$ cat src/rtl/ltc_reader.sv
// ltc_reader: biphase-mark SMPTE LTC decoder producing BCD timecode, user bits, flags and lock status
module ltc_reader #(
  parameter int MIN_INTERVAL = 1500,
  parameter int THRESHOLD = 4000,
  parameter int MAX_INTERVAL = 8000,
  parameter int CNT_W = 14,
  parameter int LOCK_FRAMES = 2
) (
  input  logic        clk,
  input  logic        reset_n,
  input  logic        ltc_in,
  output logic [5:0]  hrs,
  output logic [6:0]  min,
  output logic [6:0]  sec,
  output logic [5:0]  frm,
  output logic [31:0] user_bits,
  output logic        drop_frame,
  output logic        color_frame,
  output logic        frame_valid,
  output logic        locked,
  output logic        error
);
  localparam logic [CNT_W-1:0] MIN_C = CNT_W'(MIN_INTERVAL);
  localparam logic [CNT_W-1:0] THR_C = CNT_W'(THRESHOLD);
  localparam logic [CNT_W-1:0] SAT_C = CNT_W'(MAX_INTERVAL + 1);
  localparam int LW = $clog2(LOCK_FRAMES + 1);
  localparam logic [LW-1:0] LOCK_C = LW'(LOCK_FRAMES);
  localparam logic [15:0] SYNC = 16'b0011111111111101;
  logic s1, s2, s3, pending, timed_out, emit_d;
  logic [CNT_W-1:0] cnt;
  logic [79:0] sr;
  logic [6:0] bits_ok, bit_cnt;
  logic [LW-1:0] lock_cnt, lock_nxt;
  logic edge_det, timed, classify, glitch, is_short, is_long, biphase, emit;
  logic to_fault, overrun, fault, sync_hit, full, bcd_ok, good, bad_bcd;
  logic [3:0] frm_u, sec_u, min_u, hrs_u;
  logic [1:0] frm_d, hrs_d;
  logic [2:0] sec_d, min_d;
  logic [31:0] ub;
  logic unused_bits;

  function automatic logic [3:0] rev4(input logic [3:0] v);
    return {v[0], v[1], v[2], v[3]};
  endfunction

  function automatic logic [2:0] rev3(input logic [2:0] v);
    return {v[0], v[1], v[2]};
  endfunction

  function automatic logic [1:0] rev2(input logic [1:0] v);
    return {v[0], v[1]};
  endfunction

  assign frm_u = rev4(sr[79:76]);
  assign frm_d = rev2(sr[71:70]);
  assign sec_u = rev4(sr[63:60]);
  assign sec_d = rev3(sr[55:53]);
  assign min_u = rev4(sr[47:44]);
  assign min_d = rev3(sr[39:37]);
  assign hrs_u = rev4(sr[31:28]);
  assign hrs_d = rev2(sr[23:22]);
  assign ub = {rev4(sr[19:16]), rev4(sr[27:24]), rev4(sr[35:32]), rev4(sr[43:40]),
               rev4(sr[51:48]), rev4(sr[59:56]), rev4(sr[67:64]), rev4(sr[75:72])};
  assign unused_bits = ^{sr[52], sr[36], sr[21:20]};

  always_comb begin
    edge_det = s2 ^ s3;
    timed = cnt == SAT_C;
    classify = edge_det && !timed;
    glitch = classify && cnt < MIN_C;
    is_short = classify && cnt >= MIN_C && cnt < THR_C;
    is_long = classify && cnt >= THR_C;
    biphase = is_long && pending;
    emit = (is_short && pending) || (is_long && !pending);
    to_fault = timed && !timed_out && !edge_det;
    overrun = emit && locked && bit_cnt == 7'd80;
    fault = glitch || biphase || to_fault || overrun;
    sync_hit = emit_d && sr[15:0] == SYNC;
    full = bits_ok == 7'd80;
    bcd_ok = frm_u <= 4'd9 && sec_u <= 4'd9 && sec_d <= 3'd5 && min_u <= 4'd9 && min_d <= 3'd5 &&
             hrs_u <= 4'd9 && hrs_d <= 2'd2 && (hrs_d != 2'd2 || hrs_u <= 4'd3);
    good = sync_hit && full && bcd_ok && !fault;
    bad_bcd = sync_hit && full && !bcd_ok;
    lock_nxt = bit_cnt != 7'd80 ? LW'(1) : lock_cnt == LOCK_C ? lock_cnt : lock_cnt + 1'b1;
  end

  always_ff @(posedge clk or negedge reset_n)
    if (!reset_n) begin
      s1 <= 1'b0;
      s2 <= 1'b0;
      s3 <= 1'b0;
      cnt <= '0;
      timed_out <= 1'b0;
      pending <= 1'b0;
      emit_d <= 1'b0;
      sr <= '0;
      bits_ok <= '0;
      bit_cnt <= '0;
      lock_cnt <= '0;
      locked <= 1'b0;
      error <= 1'b0;
      frame_valid <= 1'b0;
      hrs <= '0;
      min <= '0;
      sec <= '0;
      frm <= '0;
      user_bits <= '0;
      drop_frame <= 1'b0;
      color_frame <= 1'b0;
    end else begin
      s1 <= ltc_in;
      s2 <= s1;
      s3 <= s2;
      cnt <= edge_det ? '0 : timed ? cnt : cnt + 1'b1;
      timed_out <= edge_det ? 1'b0 : timed_out || to_fault;
      pending <= fault ? 1'b0 : is_short ? !pending : pending;
      emit_d <= emit;
      if (emit) sr <= {sr[78:0], is_short};
      bits_ok <= fault ? '0 : (emit && !full) ? bits_ok + 1'b1 : bits_ok;
      bit_cnt <= sync_hit ? '0 : (emit && bit_cnt != 7'd127) ? bit_cnt + 1'b1 : bit_cnt;
      lock_cnt <= (fault || bad_bcd) ? '0 : good ? lock_nxt : lock_cnt;
      locked <= (fault || bad_bcd) ? 1'b0 : good ? lock_nxt >= LOCK_C : locked;
      error <= fault || bad_bcd;
      frame_valid <= good;
      if (good) begin
        hrs <= {hrs_d, hrs_u};
        min <= {min_d, min_u};
        sec <= {sec_d, sec_u};
        frm <= {frm_d, frm_u};
        user_bits <= ub;
        drop_frame <= sr[69];
        color_frame <= sr[68];
      end
    end
endmodule

$ cat config.mk
export PLATFORM = sky130hd
export DESIGN_NAME = ltc_reader
export DESIGN_NICKNAME = d
export VERILOG_FILES = /design/src/rtl/ltc_reader.sv
export SDC_FILE = /design/constraint.sdc
export NUM_CORES = 1
export LEC_CHECK = 0
export CORE_MARGIN = 2
export CORE_UTILIZATION = 56
export DETAILED_ROUTE_END_ITERATION = 7
export PLACE_DENSITY = 0.83
export SLEW_MARGIN = 25
export SYNTH_ARGS = -nofsm -noshare
export SYNTH_HDL_FRONTEND = slang
export SYNTH_SLANG_ARGS = --single-unit
export TNS_END_PERCENT = 30
$ cat constraint.sdc
create_clock -name clk -period 5.2 [get_ports clk]
set_input_delay 0.52 -clock clk [delete_from_list [all_inputs] [get_ports clk]]
set_output_delay 0.52 -clock clk [all_outputs]
set_load 0.01 [all_outputs]
# Word level (Yosys, flattened, before mapping)
# Cells that the tools add are included.
[word_totals]
reg_bits = 179
input_bits = 3
[op_classes]
n_addsub = 4
n_lt_le_gt_ge = 13
n_eq_ne = 9
n_mux = 15
n_bitwise = 1
reduce_logical = 44
[op_table]
columns = ["operator", "n"]
rows = [
  ["two-way mux 14 bit", 2],
  ["two-way mux 7 bit", 4],
  ["logical AND 1 bit", 26],
  ["== test 16 x 14 -> 1 bit, second input constant", 1],
  ["<= comparator 4 bit, second input constant", 4],
  ["adder 14 x 1 -> 14 bit, second input constant", 1],
  ["adder 7 x 1 -> 7 bit, second input constant", 2],
  ["== test 14 x 13 -> 1 bit, second input constant", 1],
  ["== test 7 bit, second input constant", 2],
  ["greater-or-equal comparator 14 x 11 -> 1 bit, second input constant", 1],
  ["greater-or-equal comparator 14 x 12 -> 1 bit, second input constant", 1],
  ["< comparator 14 x 11 -> 1 bit, second input constant", 1],
  ["< comparator 14 x 12 -> 1 bit, second input constant", 1],
  ["!= test 7 bit, second input constant", 2],
  ["two-way mux 2 bit", 4],
  ["nonzero test 2 bit", 4],
  ["zero test 1 bit", 7],
  ["logical OR 1 bit", 7],
  ["<= comparator 3 bit, second input constant", 2],
  ["two-way mux 1 bit", 5],
  ["<= comparator 4 x 2 -> 1 bit, second input constant", 1],
  ["!= test 2 bit, second input constant", 2],
  ["adder 2 x 1 -> 2 bit, second input constant", 1],
  ["== test 2 bit, second input constant", 1],
  ["other kinds (3)", 3],
]

# Depth between registers and ports, before layout
[logic_depth]
word_depth = 14
mapped_depth = 12
depth_no_buf = 9

# Least setup slack after synthesis
# OpenSTA, ideal clock, no wires.
[synth_path]
kind = "reg-to-reg"
start = "register cnt[1]"
end = "register hrs[2]"
setup_ps = 125
arrival_ps = 2542
setup_slack_ps = 2533
path_stages_with_launch = 10
path_cell_list = "dfrtp_1 > inv_1 > ha_1 > or3b_2 > or4_4 > buf_6 > or3_4 > nand3_4 > buf_6 > mux2_2"
[synth_via]
elab_chain_cells = 12
word_cells_on_any_way = 24
[synth_rtl]
columns = ["item", "line_no", "source"]
rows = [
  ["start: declaration", "30", "logic [CNT_W-1:0] cnt;"],
  ["start signal: assignment", "114", "cnt <= edge_det ? '0 : timed ? cnt : cnt + 1'b1;"],
  ["parallel branches: the longest is 9 deep, another holds greater-or-equal comparator 14 x 11 -> 1 bit", "--", ""],
  ["logical OR 1 bit (*)", "77", "fault = glitch || biphase || to_fault || overrun;"],
  ["zero test 1 bit (*)", "82", "good = sync_hit && full && bcd_ok && !fault;"],
  ["logical AND 1 bit (*)", "82", ""],
  ["end signal: assignment", "126", "hrs <= {hrs_d, hrs_u};"],
  ["end: declaration", "12", "output logic [5:0] hrs,"],
]
# Every way passes the cells marked *.
# A chain may end at the register's enable or synchronous reset.

# Worst setup path in the final report
[layout_path]
start = "register cnt[1]"
end = "register hrs[1]"
# The elaborated chain is that of the path after synthesis.

==> run summary <==
The run finished with clean final reports. At the later pin of the worst-skew pair, clock insertion delay measures 440 ps. For the via count of the first global-routing pass, the log shows 5004. The worst-case IR drop observed on VDD is 0.000249 V. At the worst endpoint, the arrival time is 3660 ps.

TritonCTS built the clock tree. Yosys instantiated no cell more often than sky130_fd_sc_hd__dfrtp_1. The total clock buffers created by CTS was 17; the critical path required time was 5500 ps. The number of rows in the core area was 41; the final wirelength was 14.8 mm.

The setup TNS is 0 ps. The fraction of the yosys area taken by sequential cells is 0.611, and the transition time of the tightest slew-check pin is 929 ps. The die extent in x was 118 um; the HPWL reported at the end of detailed placement was 8.99 mm. The most used flip-flop cell after synthesis is sky130_fd_sc_hd__dfrtp_1.

At the placement stage, the worst setup path has a slack of 1850 ps. The number of design rule violations left after detail routing was 0; the maximum frequency from static timing analysis was 298 MHz. Top-area cell type share of the netlist area: 0.611.

The remaining global-route overflow was 0; the final critical-path required period was 3350 ps. The total area inside the core boundary comes to 12700 um^2. The tools report the share of power burned in the clock network as 0.475. The run gives 0 as the post-detailed-route count of antenna-violating nets. For this block, the initial DRC count from the detailed router was 462.

The number of antenna violations at the first check in global routing is 0. The power density over the cells is 319 nW/um^2. Startpoint type of the worst setup path: a register. The logs give 4832 for the detailed-route via count and 0 for the setup fix buffers added after clock tree synthesis. For the starting density of the core, the log shows 0.577.

Setup repair after global routing left no endpoint under its margin. The launch point of the worst reg-to-reg path was cnt[1]. The fraction of layout cells with a size suffix above 1 is 0.195, and the share of power burned in registers is 0.505. The share of async-settable or async-resettable flops after synthesis is 1.00. Cell internal power was estimated by the tool at 2.17 mW.

The post-route core utilization is 0.684, and the number of vias per cell after detailed routing is 5.59. The floorplan step set the die height to 118 um. Cell taking the most area after synthesis: sky130_fd_sc_hd__dfrtp_1.

Counting instances in the post-synthesis netlist gives the leading cell types as 179 x sky130_fd_sc_hd__dfrtp_1, 150 x sky130_fd_sc_hd__nand2_1, 89 x sky130_fd_sc_hd__mux2_2. Yosys attributes the largest share of cell area to sky130_fd_sc_hd__dfrtp_1 61%, sky130_fd_sc_hd__mux2_2 14%, sky130_fd_sc_hd__nand2_1 7.7%. In this run the worst path has a maximum fanout of 61.

In this run, distinct cell masters in the synthesized netlist total 49. In the final routed layout, each cell accounts on average for 17.1 um. The clock arrives with 12.3 ps of skew. The post-synthesis net count is 625, and the worst reg-to-reg path cell count is 8. Dividing the synthesized area by the synthesized cell count gives 11.9 um^2.

For the switching power, the log shows 0.608 mW. Entering global routing, the biggest net connects 73 pins. The critical path is of the register to register type. The tools report the number of antenna repair diodes as 0. The root buffer cell is sky130_fd_sc_hd__clkbuf_16. The logs give 0 for the max-slew violation count and 14000 um^2 for the area of the die. Final net count: 691. The logs give 0.020 for the fraction of power consumed by combinational cells and 0 for the final-report setup violation count.

The number of enable-type register cells in the synthesized netlist works out to 0. The worst-case headroom to the max-slew limit is 0.380. The count of final hold-check violations is 0. For this design, the sink count on the clock tree is 179. The endpoint of the worst-slack reg-to-reg timing path is hrs[1].

In this run the deepest clock path goes through 2 buffers. In this run, post-CTS repair resized a total of 0 instances. The design draws 2.78 mW. CTS built an H-tree with a depth of 4. The first global-routing pass estimated 25.2 mm of wire.

The worst register-to-register path has a setup slack of 1850 ps. The mapped netlist covers 7340 um^2. From synthesis to final layout, the design area changed by 18.6%. Port buffering added 65 buffers. Routability-driven placement finished with a final weighted congestion of 0.772. In this run the static leakage power is 4.35 nW. Proportion of total power due to net switching: 0.219.

The worst hold-check path type was primary input to async pin. Once routing completed, OpenROAD measured the worst setup slack at 1850 ps. In this run, post-CTS hold repair placed 0 buffers.

The global-route usage over all layers is 0.226, and the number of search-and-repair iterations in the first detailed-routing pass is 5. Max-cap violations in this run came to 0. During synthesis, Yosys emitted a total of 0 warnings. Final clock period utilization by the worst path: 0.645.

The clock transition at the registers of the reported paths is 70 ps. The synthesized design contains 179 register bits. Pin placement for this block handled 66 I/O pins. For the cell count after synthesis, the log shows 614. The tools report the kind of capture point of the worst setup path as a register.
[metrics by stage]
stage,instances,hold slack (ps),instance area (um^2)
2_1_floorplan,614,224,7340
3_3_place_gp,833,336,8080
3_5_place_dp,833,347,8090
4_1_cts,865,55.1,8700
5_1_grt,865,79.5,8700
6_report,865,43.6,8700
[registers in the layout (all words and copies together), names as in the netlist, 7 cells and up]
register / flops
min: 7
user_bits: 32
sr: 80
sec: 7
cnt: 14
bit_cnt: 7
bits_ok: 7
[power groups by stage]
stage	Sequential [mW]	Combinational (mW)	Clock (mW)
floorplan	1.43	0.0200	0
global placement	1.43	0.0554	0
detailed placement	1.43	0.0581	0
CTS	1.40	0.0586	1.33
global route	1.40	0.0657	1.39
finish	1.40	0.0564	1.32
[placed cells by master, fill, tap and decap left out, types with 3 or more instances in the layout]
cell type	n
sky130_fd_sc_hd__mux2_2	89
sky130_fd_sc_hd__a21oi_1	15
sky130_fd_sc_hd__ha_1	8
sky130_fd_sc_hd__clkbuf_16	17
sky130_fd_sc_hd__buf_4	5
sky130_fd_sc_hd__nand2_1	150
sky130_fd_sc_hd__or3_1	5
sky130_fd_sc_hd__nor2_1	24
sky130_fd_sc_hd__dfrtp_1	179
sky130_fd_sc_hd__and3_1	4
sky130_fd_sc_hd__nand4_1	10
sky130_fd_sc_hd__clkdlybuf4s50_1	64
sky130_fd_sc_hd__clkbuf_8	3
sky130_fd_sc_hd__o31ai_1	3
sky130_fd_sc_hd__o21ai_0	11
sky130_fd_sc_hd__xnor2_1	4
sky130_fd_sc_hd__nor3_1	3
sky130_fd_sc_hd__inv_1	11
sky130_fd_sc_hd__clkinv_4	4
sky130_fd_sc_hd__mux2_1	6
sky130_fd_sc_hd__nand3_1	20
sky130_fd_sc_hd__xor2_1	13
[logic make-up after synthesis]
logic type	share of synthesized area
simple gates	0.148
flops	0.611
mux	0.147
compound gates	0.0324
buf+inv	0.0275
xor+xnor	0.0203
fa+ha+maj	0.0136
[worst max-delay path by stage]
stage,to,startpoint
after floorplan,hrs[2],cnt[1]
after CTS,hrs[1],cnt[1]
after detailed placement,min[1],cnt[1]
after global routing,min[0],cnt[1]
after global placement,min[3],sr[1]
final,hrs[1],cnt[1]
[cell type report]
class	count	area (um^2)
Clock inverter	11	143
Sequential cell	179	4480
Fill cell	942	4020
Multi-Input combinational cell	400	2660
Clock buffer	21	470
Inverter	12	45.0
Timing Repair Buffer	70	689
Tap cell	172	215
[worst max-delay path, cell delays in order (launching register included)]
cell,delay [ps]
sky130_fd_sc_hd__dfrtp_1,410
sky130_fd_sc_hd__inv_1,110
sky130_fd_sc_hd__ha_1,140
sky130_fd_sc_hd__or3b_2,440
sky130_fd_sc_hd__or4_4,510
sky130_fd_sc_hd__nand2_1,140
sky130_fd_sc_hd__a21o_2,150
sky130_fd_sc_hd__nand3_4,630
sky130_fd_sc_hd__mux2_1,630
[metal layers]
metal,global-route usage,vias up,share of wire
li1,-,2227,-
met1,0.294,2458,0.43
met2,0.372,126,0.50
met3,0.0676,21,0.049
met4,0.0640,0,0.014
met5,0,-,0
(Power assumes the default switching activity.)
